### config.mk
export PLATFORM = sky130hd
export DESIGN_NAME = cass_sd_arbiter
export DESIGN_NICKNAME = d
export VERILOG_FILES = /design/src/rtl/cass_sd_pkg.sv /design/src/rtl/cass_sd_arbiter.sv
export SDC_FILE = /design/constraint.sdc
export NUM_CORES = 1
export LEC_CHECK = 0
export BUFFER_PORTS_ARGS = -buffer_cell sky130_fd_sc_hd__buf_2
export CAP_MARGIN = 20
export CORE_AREA = 8 8 93 70
export CTS_BUF_LIST = sky130_fd_sc_hd__clkbuf_8
export DETAILED_ROUTE_END_ITERATION = 8
export DIE_AREA = 0 0 101 78
export PLACE_DENSITY = 0.74
export RECOVER_POWER = 50
export REMOVE_ABC_BUFFERS = 1
export SLEW_MARGIN = 40
export SYNTH_ARGS = -nofsm -noshare
export SYNTH_HDL_FRONTEND = slang
export SYNTH_SLANG_ARGS = --single-unit
### constraint.sdc
create_clock -name CLK -period 1.6 [get_ports CLK]
set_input_delay 0.16 -clock CLK [delete_from_list [all_inputs] [get_ports CLK]]
set_output_delay 0.16 -clock CLK [all_outputs]
set_load 0.005 [all_outputs]
### src/rtl/cass_sd_pkg.sv
// Shared types for the cassette SD port arbiter: FSM states, owner encoding,
// and the default LBA width.
package cass_sd_pkg;
  localparam int CASS_LBA_W = 32;

  typedef enum logic [1:0] {S_IDLE, S_REQ, S_XFER, S_DONE} arb_state_t;
  typedef enum logic {OWN_RD, OWN_WR} owner_t;
endpackage

### src/rtl/cass_sd_arbiter.sv
// Round-robin arbiter sharing the cassette SD block port between the read and write engines.
// Optional request-phase timeout is enabled with the CASS_ARB_TIMEOUT_EN macro.
module cass_sd_arbiter
  import cass_sd_pkg::*;
#(
  parameter int          LBA_W       = CASS_LBA_W,
  parameter int unsigned TIMEOUT_CYC = 24'hFFFFFF
) (
  input  logic             CLK,
  input  logic             RESET,
  input  logic             rd_req,
  input  logic [LBA_W-1:0] rd_lba,
  input  logic             wr_req,
  input  logic [LBA_W-1:0] wr_lba,
  output logic             rd_gnt,
  output logic             wr_gnt,
  output logic             rd_ack,
  output logic             wr_ack,
  output logic             rd_done,
  output logic             wr_done,
  output logic             rd_buff_wr,
  output logic             err,
  output logic [LBA_W-1:0] sd_lba,
  output logic             sd_rd,
  output logic             sd_wr,
  input  logic             sd_ack,
  input  logic             sd_buff_wr
);

  arb_state_t       state_q, state_d;
  owner_t           last_owner_q, last_owner_d;
  logic             rd_gnt_q, rd_gnt_d, wr_gnt_q, wr_gnt_d;
  logic             sd_rd_q, sd_rd_d, sd_wr_q, sd_wr_d;
  logic             rd_done_q, rd_done_d, wr_done_q, wr_done_d;
  logic [LBA_W-1:0] sd_lba_q, sd_lba_d;
  logic             pick_rd;
  logic             owner_req;
  logic             timeout_hit;

  assign owner_req = rd_gnt_q ? rd_req : wr_req;

`ifdef CASS_ARB_TIMEOUT_EN
  logic [23:0] to_cnt_q, to_cnt_d;
  logic        err_q;

  // Counter only advances in S_REQ, so every entry into S_REQ starts from zero.
  always_comb begin
    to_cnt_d    = (state_q == S_REQ) ? to_cnt_q + 24'd1 : 24'd0;
    timeout_hit = (to_cnt_q == 24'(TIMEOUT_CYC - 1));
  end

  always_ff @(posedge CLK) begin
    if (RESET) begin
      to_cnt_q <= '0;
      err_q    <= 1'b0;
    end else begin
      to_cnt_q <= to_cnt_d;
      err_q    <= (state_q == S_REQ) && !sd_ack && owner_req && timeout_hit;
    end
  end
`else
  assign timeout_hit = 1'b0;
`endif

  always_ff @(posedge CLK) begin
    if (RESET) begin
      state_q      <= S_IDLE;
      last_owner_q <= OWN_WR;
      rd_gnt_q     <= 1'b0;
      wr_gnt_q     <= 1'b0;
      sd_rd_q      <= 1'b0;
      sd_wr_q      <= 1'b0;
      rd_done_q    <= 1'b0;
      wr_done_q    <= 1'b0;
      sd_lba_q     <= '0;
    end else begin
      state_q      <= state_d;
      last_owner_q <= last_owner_d;
      rd_gnt_q     <= rd_gnt_d;
      wr_gnt_q     <= wr_gnt_d;
      sd_rd_q      <= sd_rd_d;
      sd_wr_q      <= sd_wr_d;
      rd_done_q    <= rd_done_d;
      wr_done_q    <= wr_done_d;
      sd_lba_q     <= sd_lba_d;
    end
  end

  always_comb begin
    state_d      = state_q;
    last_owner_d = last_owner_q;
    rd_gnt_d     = rd_gnt_q;
    wr_gnt_d     = wr_gnt_q;
    sd_rd_d      = sd_rd_q;
    sd_wr_d      = sd_wr_q;
    sd_lba_d     = sd_lba_q;
    rd_done_d    = 1'b0;
    wr_done_d    = 1'b0;
    pick_rd      = 1'b0;
    case (state_q)
      S_IDLE: begin
        // A lingering sd_ack (after reset or abort) blocks new grants.
        if (!sd_ack && (rd_req || wr_req)) begin
          pick_rd      = rd_req && (!wr_req || last_owner_q == OWN_WR);
          rd_gnt_d     = pick_rd;
          wr_gnt_d     = !pick_rd;
          sd_rd_d      = pick_rd;
          sd_wr_d      = !pick_rd;
          sd_lba_d     = pick_rd ? rd_lba : wr_lba;
          last_owner_d = pick_rd ? OWN_RD : OWN_WR;
          state_d      = S_REQ;
        end
      end
      S_REQ: begin
        if (sd_ack) begin
          sd_rd_d = 1'b0;
          sd_wr_d = 1'b0;
          state_d = S_XFER;
        end else if (!owner_req || timeout_hit) begin
          sd_rd_d  = 1'b0;
          sd_wr_d  = 1'b0;
          rd_gnt_d = 1'b0;
          wr_gnt_d = 1'b0;
          state_d  = S_IDLE;
        end
      end
      S_XFER: begin
        if (!sd_ack) begin
          rd_done_d = rd_gnt_q;
          wr_done_d = wr_gnt_q;
          state_d   = S_DONE;
        end
      end
      S_DONE: begin
        rd_gnt_d = 1'b0;
        wr_gnt_d = 1'b0;
        state_d  = S_IDLE;
      end
      default: state_d = S_IDLE;
    endcase
  end

  always_comb begin
    rd_gnt     = rd_gnt_q;
    wr_gnt     = wr_gnt_q;
    rd_ack     = sd_ack & rd_gnt_q;
    wr_ack     = sd_ack & wr_gnt_q;
    rd_buff_wr = sd_buff_wr & rd_gnt_q;
    rd_done    = rd_done_q;
    wr_done    = wr_done_q;
    sd_lba     = sd_lba_q;
    sd_rd      = sd_rd_q;
    sd_wr      = sd_wr_q;
`ifdef CASS_ARB_TIMEOUT_EN
    err        = err_q;
`else
    err        = 1'b0;
`endif
  end

endmodule

Yosys cells after proc, flatten, opt, wreduce, memory -nomap -nowiden
Cells that the tools add are included.
- shift-type cells: 0
- $mul: 0
- bitwise operators: 4
- eq/ne operators: 8
- magnitude comparators: 0
- add/sub/neg operators: 0
- mux-type cells: 17
- reduce and logical (&&, ||, !) cells: 15
- divide/modulo/power cells: 0
- operator list (operator ; count):
    $mux 32 ; 1
    $mux 2 ; 4
    $ne 2x2->1 const B ; 4
    $pmux 2 s4 ; 1
    $mux 1 ; 7
    $pmux 1 s3 ; 2
    $reduce_and 3->1 ; 2
    $eq 2x2->1 const B ; 2
    $pmux 1 s2 ; 2
    $reduce_and 4->1 ; 1
    $and 1x1->1 ; 3
    $logic_not 1->1 ; 3
    $ne 3x3->1 const B ; 1
    $reduce_bool 3->1 ; 1
    $reduce_or 3->1 ; 1
    $eq 2x1->1 const B ; 1
    $logic_and 1x1->1 ; 2
    $logic_not 2->1 ; 1
    $logic_or 1x1->1 ; 2
    $reduce_and 2->1 ; 1
    $reduce_bool 2->1 ; 1
    $not 1->1 ; 1
- RAM bits: 0
- bits in latches: 0
- input bits: 70
- output and inout port bits: 42
- memory bits (read-only): 0
- register bits: 41
- memories kept: 0

Longest topological paths before layout
Gate-level depths: netlist of the first run.
- depth in word-level cells: 6
- gate-level depth with buffers: 8

Worst setup path after synthesis of the first run
OpenSTA, ideal clock, no wires.
- kind: flip-flop to flip-flop
- start: reg state_q[0]
- end: reg sd_wr_q, in the netlist sd_wr
- cell stages (with the launch flop): 7
- buffers on the path: 0
- setup time: 95 ps
- slack: 20 ps
- clock period less this slack: 1580 ps
- required time: 1505 ps
- arrival: 1484 ps
- cells stage by stage: dfxtp_1 -> inv_1 -> ha_1 -> o21ai_2 -> a22o_1 -> or4b_1 -> o311ai_1
- longest elaborated chain between the ends: 3
- elaborated cells between the ends (all ways): 7
- those cells by class: 3 x eq/ne; 1 x mux; 3 x reduce/logical
- ends and longest elaborated chain (element ; RTL line ; source):
    start, declared ; cass_sd_arbiter.sv:30 ; arb_state_t state_q, state_d;
    start signal, assigned ; cass_sd_arbiter.sv:77 ; state_q <= state_d;
    $eq 2x1->1 / $logic_not 2->1 (equally long branches) ; cass_sd_arbiter.sv:100 ; case (state_q)
    $ne 3x3->1 (no line), or another cell as far along ; -- ;
    $reduce_and 3->1 (no line) ; -- ;
    end signal, assigned ; cass_sd_arbiter.sv:82 ; sd_wr_q <= sd_wr_d;
    end, declared ; cass_sd_arbiter.sv:33 ; logic sd_rd_q, sd_rd_d, sd_wr_q, sd_wr_d;
Parallel ways exist; a longest one is shown, timed or not.
A chain may end at the register's enable or synchronous reset.

Worst setup path in the final report of the first run
- start: reg state_q[0]
- end: reg sd_rd_q, in the netlist sd_rd
- longest elaborated chain between the ends: 3
- elaborated cells between the ends (all ways): 7
- those cells by class: 3 x eq/ne; 1 x mux; 3 x reduce/logical
- ends and longest elaborated chain (element ; RTL line ; source):
    $eq 2x1->1 / $logic_not 2->1 (equally long branches) ; cass_sd_arbiter.sv:100 ;
    $ne 3x3->1 (no line), or another cell as far along ; -- ;
    $reduce_and 3->1 (no line) ; -- ;
    end signal, assigned ; cass_sd_arbiter.sv:81 ; sd_rd_q <= sd_rd_d;
    end, declared ; cass_sd_arbiter.sv:33 ;
Parallel ways exist; a longest one is shown, timed or not.

==> metrics.md, run 1 <==
| Metric | Value |
|---|---|
| Status | completed |
| Cell mode on critical path | buf_4 |
| Mean area per synthesized cell | 9.64 um2 |
| Maximum vdd drop | between 0.3 and 0.4 mV |
| Chip Width | 101 um |
| Yosys cell types | 35 |
| Crit path to | sd_rd |
| Postcts setup bufs | 0 |
| Clk Latency, worst-skew pair | around 280 ps |
| Global-route wire length before repair | 8.99 mm |
| Final ANT Viol Nets | 0 |
| H-tree Lvls | 2 |
| HP Class | primary input to flop |
| Die height | 78 um |
| CP endpoint kind | flop |
| Num CTS Buffers | 5 |
| N_diodes | 0 |
| Synth Cell Area | about 0.0021 mm2 |
| FF+latch count, synth | 41 |
| Clock slew at reported path FFs | 80 ps |
| # rows | 22 |
| Hold buffer count at CTS | 0 |
| Max Cap Viol | 0 |
| Final setup violation count | 0 |
| Async set-reset flop share out of synthesis | 0% |
| Top_reg_cell synth | dfxtp_1 |
| Root Buffer Master | clkbuf_8 |
| Crit share post-route | 95.7% |
| PortBufs | 110 |
| Pwr Total | 2.51 mW |
| Slew Viols, Final | 0 |
| Setup slack, reg-to-reg | 70 ps |
| Most frequent cells in the layout | 79 x buf_2, 39 x dfxtp_1, 36 x nor2_1 |
| RSZ-0062 raised after global routing | no |
| CP Max Fanout | 8 |
| Initial antenna violation count | 0 |
| Worst Setup SP | state_q[0] |
| Ports | 112 |
| Critical path launch point type | flop |
| Worst reg-to-reg path cell count | 5 |
| Sequential cell area fraction in the yosys report | 39.8% |
| Final setup margin | 68.2 ps |
| Worst path slowest cell | or4_1 |
| WL/cell | 13.9 um |
| Share of layout cells above drive strength 1 | 36.5% |
| Final Wtd Congestion | 0.825 |
| Vias per cell | 4.75 |
| Syn Inst Count | 214 |
| Initial DRT Pass Iterations | 4 |
| R2r startpoint | state_q[0] |
| Post-Place Setup Slack | between 15 and 20 ps |
| Max stage delay on crit path | 510 ps |
| Achievable Freq | around 650 MHz |
| WP buf/inv | 2 |
| Crit path cell chain | buf_4 -> ha_1 -> buf_4 -> or4_1 -> o311ai_0 |
| Hold Vio Cnt, Final | 0 |
| Finished Core Util | ~55% |
| DRC | 0 |
| Core area | 0.00506 mm2 |
| Number of flops mapped to enable cells by yosys | 0 |
| Iteration-0 DRC Markers | 38 |
| Post-DP HPWL | 4.36 mm |
| Max clock buf depth | 2 |
| Cell family with most CP delay | simple AND/OR/NAND/NOR gates |
| Levels on crit path | 5 |
| Routed WL | 5.51 mm |
| Vias in the first global route | 1,942 |
| Final Skew | 8.56 ps |
| GR Util All Layers | 14.0% |
| Most common cell after layout, fill and taps aside | buf_2 |
| Setup total negative slack | 0 ps |
| Leak pwr | 1.27 nW |
| Final global-route overflow total | 0 |
| Pin count of the biggest net entering global routing | 43 |
| CP required | about 1800 ps |
| Setup CP Type | flop to flop |
| Final worst hold slack | 211 ps |
| Nets | 399 |
| Reg-to-reg endpoint | sd_rd |
| Minimum clock period | 1530 ps |
| DR vias | 1,890 |
| DIE AREA | between 0.007 and 0.008 mm2 |
| Starting density of the core | roughly two fifths |
| Ys Warns | 0 |
| CTS tree | yes |
| PwrDens | 899 mW/mm2 |
| Arrival @ worst endpoint | approximately 1700 ps |
| Layout area overhead | 35.1% |
| Clock Sink Count | 41 |
[sequential cells by signal, indices dropped and copies added, names as in the netlist, named ones only]
signal / cells
last_owner_q: 1
rd_done: 1
rd_gnt: 1
sd_lba: 32
sd_rd: 1
sd_wr: 1
state_q: 1
wr_done: 1
wr_gnt: 1
[report_power, final]
group,switching (mW),internal (mW),total (mW),leakage [nW]
sequential,0.0499,1.12,1.17,0.339
clock,0.346,0.350,0.696,0.0512
combinational,0.326,0.316,0.642,0.881
[metal layers]
layer	GRT usage (%)	vias up	part of all wire [%]
met5	0	-	0
met4	3.11	0	0.47
met3	6.86	2	9.8
met2	22.5	73	44
met1	16.3	834	46
li1	-	981	-
[cell usage after synthesis, types with 4 or more instances]
cell | count | area share (%)
a211oi_2 | 9 | 5.5
dfxtp_1 | 41 | 40
inv_1 | 6 | 1.1
ha_1 | 4 | 2.4
nand2_1 | 5 | 0.91
clkbuf_1 | 4 | 0.73
nor2_1 | 36 | 6.5
a211oi_1 | 24 | 8.7
buf_2 | 9 | 2.2
a21oi_1 | 4 | 0.97
mux2i_1 | 34 | 16
nand2b_1 | 6 | 1.8
[tightest hold or removal path, stage by stage]
cell      delay (ps)
buf_2             90
mux2i_1          110
a211oi_1          80
[through the flow]
| stage | area (um2) | std cells |
|---|---|---|
| 2_1_floorplan | 1930 | 195 |
| 3_3_place_gp | 2710 | 390 |
| 3_5_place_dp | 2710 | 390 |
| 4_1_cts | 2810 | 398 |
| 5_1_grt | 2790 | 398 |
| 6_report | 2790 | 398 |
[worst min-delay path by stage]
stage / startpoint / end / slack [ps] / cells past startpoint
2_1_floorplan: RESET / sd_lba[20] / 220 / 1
3_3_place_gp: wr_gnt / wr_done / 480 / 2
3_5_place_dp: sd_lba[13] / sd_lba[13] / 490 / 2
4_1_cts: rd_lba[12] / sd_lba[12] / 200 / 3
5_1_grt: rd_lba[2] / sd_lba[2] / 210 / 3
6_report: rd_lba[12] / sd_lba[12] / 210 / 3
[logic make-up after synthesis]
| logic type | Yosys count | synth area share, % |
|---|---|---|
| AOI/OAI and AO/OA | 50 | 19.8 |
| adders and majority gates | 4 | 2.43 |
| buffers and inverters | 25 | 7.76 |
| DFF | 41 | 39.8 |
| muxes | 35 | 17.0 |
| other | 1 | 0.182 |
| and+or+nand+nor | 58 | 13.0 |
[repair_timing]
item,4_1_cts,5_1_grt
setup endpoints to repair,1,6
hold endpoints to repair,0,0
pin swaps,1,0
gates resized for setup,2,4
[area by class of cell]
cell class	instances	area, um2
Inverter	6	22.5
Clock buffer	6	82.6
Sequential cell	41	823
Multi-Input combinational cell	148	1110
Tap cell	72	90.1
Timing Repair Buffer	123	647
Fill cell	516	2280
Clock inverter	2	13.8
Note: power is estimated with default switching activity, not from simulation.
==> inputs of run 2 (changes only) <==
--- a/config.mk
+++ b/config.mk
@@ -7,10 +7,10 @@
 export LEC_CHECK = 0
 export BUFFER_PORTS_ARGS = -buffer_cell sky130_fd_sc_hd__buf_2
 export CAP_MARGIN = 20
-export CORE_AREA = 8 8 93 70
+export CORE_AREA = 4 4 89 66
 export CTS_BUF_LIST = sky130_fd_sc_hd__clkbuf_8
 export DETAILED_ROUTE_END_ITERATION = 8
-export DIE_AREA = 0 0 101 78
+export DIE_AREA = 0 0 93 70
 export PLACE_DENSITY = 0.74
 export RECOVER_POWER = 50
 export REMOVE_ABC_BUFFERS = 1
==> run 2 against run 1 <==
  * Via count up 8.0%
  * Combinational power up 19%
  * Final cell count up 3.5%
  * Critical endpoint is now sd_wr
  * Largest power group unchanged
==> metrics.md, run 2 (synthesis gave the netlist of run 1 again) <==
| Metric | Value |
|---|---|
| DR vias | 2,041 |
| Crit path to | sd_wr |
| N_diodes | 0 |
| DRC | 0 |
| Root Buffer Master | clkbuf_8 |
| Core area | 0.00506 mm2 |
| Cell Int Power | approximately 2 mW |
| Num CTS Buffers | 5 |
| Crit share post-route | 98.7% |
| PwrDens | 919 mW/mm2 |
| H-tree Lvls | 2 |
| Final Wtd Congestion | around 0.85 |
| Post-DP HPWL | 3.87 mm |
| Setup CP Type | flop to flop |
| Worst path slowest cell | or4b_1 |
| Leak pwr | about 1.4 nW |
| Status | completed |
| Setup slack, reg-to-reg | approximately 21 ps |
| Iteration-0 DRC Markers | 46 |
| Final cell count without fillers | 412 |
| Global-route wire length before repair | 8.36 mm |
| CP Max Fanout | 4 |
| Ports | roughly 110 |
| Setup total negative slack | 0 ps |
| Initial DRT Pass Iterations | 4 |
| Layout area overhead | 47.7% |
| Initial antenna violation count | 0 |
| Worst reg-to-reg path cell count | 6 |
| GR Util All Layers | between 10% and 20% |
| Arrival @ worst endpoint | 1780 ps |
| Max clock buf depth | 2 |
| Sequential share of power | between 40% and 50% |
| Net Switching | 778 uW |
| Chip Width | 93 um |
| Final setup margin | roughly 21 ps |
| CP endpoint kind | flop |
| Comb pwr share | 27.3% |
| Switch share | 27.8% |
| Final setup violation count | 0 |
| Clock slew at reported path FFs | roughly 80 ps |
| Dpl cells | 390 |
| Reg-to-reg endpoint | sd_wr |
| Routed WL | ~6 mm |
| RSZ-0062 raised after global routing | yes |
| Maximum vdd drop | 0.488 mV |
| Starting density of the core | 40.7% |
| Max Cap Viol | 0 |
| WL/cell | 14.2 um |
| Final Skew | 5.78 ps |
| Hold buffer count at CTS | 0 |
| Nets | between 400 and 500 |
| Most frequent cells in the layout | 93 x buf_2, 39 x dfxtp_1, 36 x nor2_1 |
| PortBufs | 110 |
| Final global-route overflow total | 0 |
| DIE AREA | 0.00651 mm2 |
| Max stage delay on crit path | 530 ps |
| Final worst hold slack | between 200 and 250 ps |
| Vias per cell | 4.95 |
| WP buf/inv | 1 |
| Max reg flops | 32 |
| Hold Vio Cnt, Final | 0 |
| CTS tree | yes |
| Levels on crit path | 6 |
| Slew Viols, Final | 0 |
| Hold Crit Depth | 3 |
| Most common cell after layout, fill and taps aside | buf_2 |
| Achievable Freq | 633 MHz |
| Clk pwr share | a little under a third |
| Pin count of the biggest net entering global routing | 39 |
| Die height | 70 um |
| Share of layout cells above drive strength 1 | 44.4% |
| Vias in the first global route | 1,851 |
| Final ANT Viol Nets | 0 |
| Critical path launch point type | flop |
| Crit path cell chain | inv_4 -> ha_4 -> o21ai_2 -> a22o_1 -> or4b_1 -> o311ai_1 |
| # rows | 22 |
| Post-Place Setup Slack | ~19 ps |
| Minimum clock period | 1580 ps |
| Cell family with most CP delay | simple AND/OR/NAND/NOR gates |
| HP Class | primary input to flop |
| Clock Sink Count | 41 |
| CP required | 1800 ps |
| Finished Core Util | approximately three fifths |
| Clk Latency, worst-skew pair | slightly below 300 ps |
run 2: cell count changes in the layout (fill, tap and decap cells not counted), moves of 4 or more:
cell	delta
buf_6	+7
buf_2	+14
buf_4	+4
a211oi_1	-4
clkbuf_1	-15
clkbuf_16	+4
a211oi_2	+4
run 2: stage by stage:
| stage | power [mW] | cell area, um2 |
|---|---|---|
| after floorplan | 1.52 | 1930 |
| after detailed placement | 1.84 | 2700 |
| after CTS | 2.71 | 2820 |
| after global placement | 1.82 | 2700 |
| after global routing | 2.96 | 3050 |
| final | 2.80 | 3050 |
run 2: layout make-up:
class / count / area (um2)
Clock buffer: 6 / 82.6
Clock inverter: 2 / 33.8
Fill cell: 502 / 2020
Inverter: 6 / 25.0
Multi-Input combinational cell: 148 / 1140
Sequential cell: 41 / 823
Tap cell: 72 / 90.1
Timing Repair Buffer: 137 / 853
run 2: worst min path at each step:
stage | start | slack, ps | end
after global routing | rd_lba[3] | 210 | sd_lba[3]
after global placement | wr_gnt | 480 | wr_done
after floorplan | RESET | 220 | sd_lba[20]
after detailed placement | sd_lba[29] | 490 | sd_lba[29]
after CTS | rd_lba[4] | 200 | sd_lba[4]
final | rd_lba[9] | 200 | sd_lba[9]
run 2: worst reg2reg max path: cells and delay by family, from the launching register on:
family,cells,cell delay [ps]
AOI/OAI and AO/OA,3,380
and+or+nand+nor,1,530
adders and majority gates,1,160
buffers and inverters,1,80
DFF,1,340
run 2: power groups by stage:
stage | logic (mW) | registers (mW) | clock network (mW)
3_3_place_gp | 0.635 | 1.19 | 0
2_1_floorplan | 0.323 | 1.20 | 0
6_report | 0.765 | 1.17 | 0.864
4_1_cts | 0.651 | 1.17 | 0.888
3_5_place_dp | 0.649 | 1.19 | 0
5_1_grt | 0.845 | 1.19 | 0.929
run 2: layer usage:
layer	routed length, um	global-route usage (%)
met2	2720	26.7
met5	0	0
met3	510	5.38
met4	68	4.88
met1	2550	19.0
run 2: timing repair:
item | CTS | global route
buffers inserted | 0 | 8
gates resized for setup | 0 | 18
setup endpoints to repair | 0 | 35
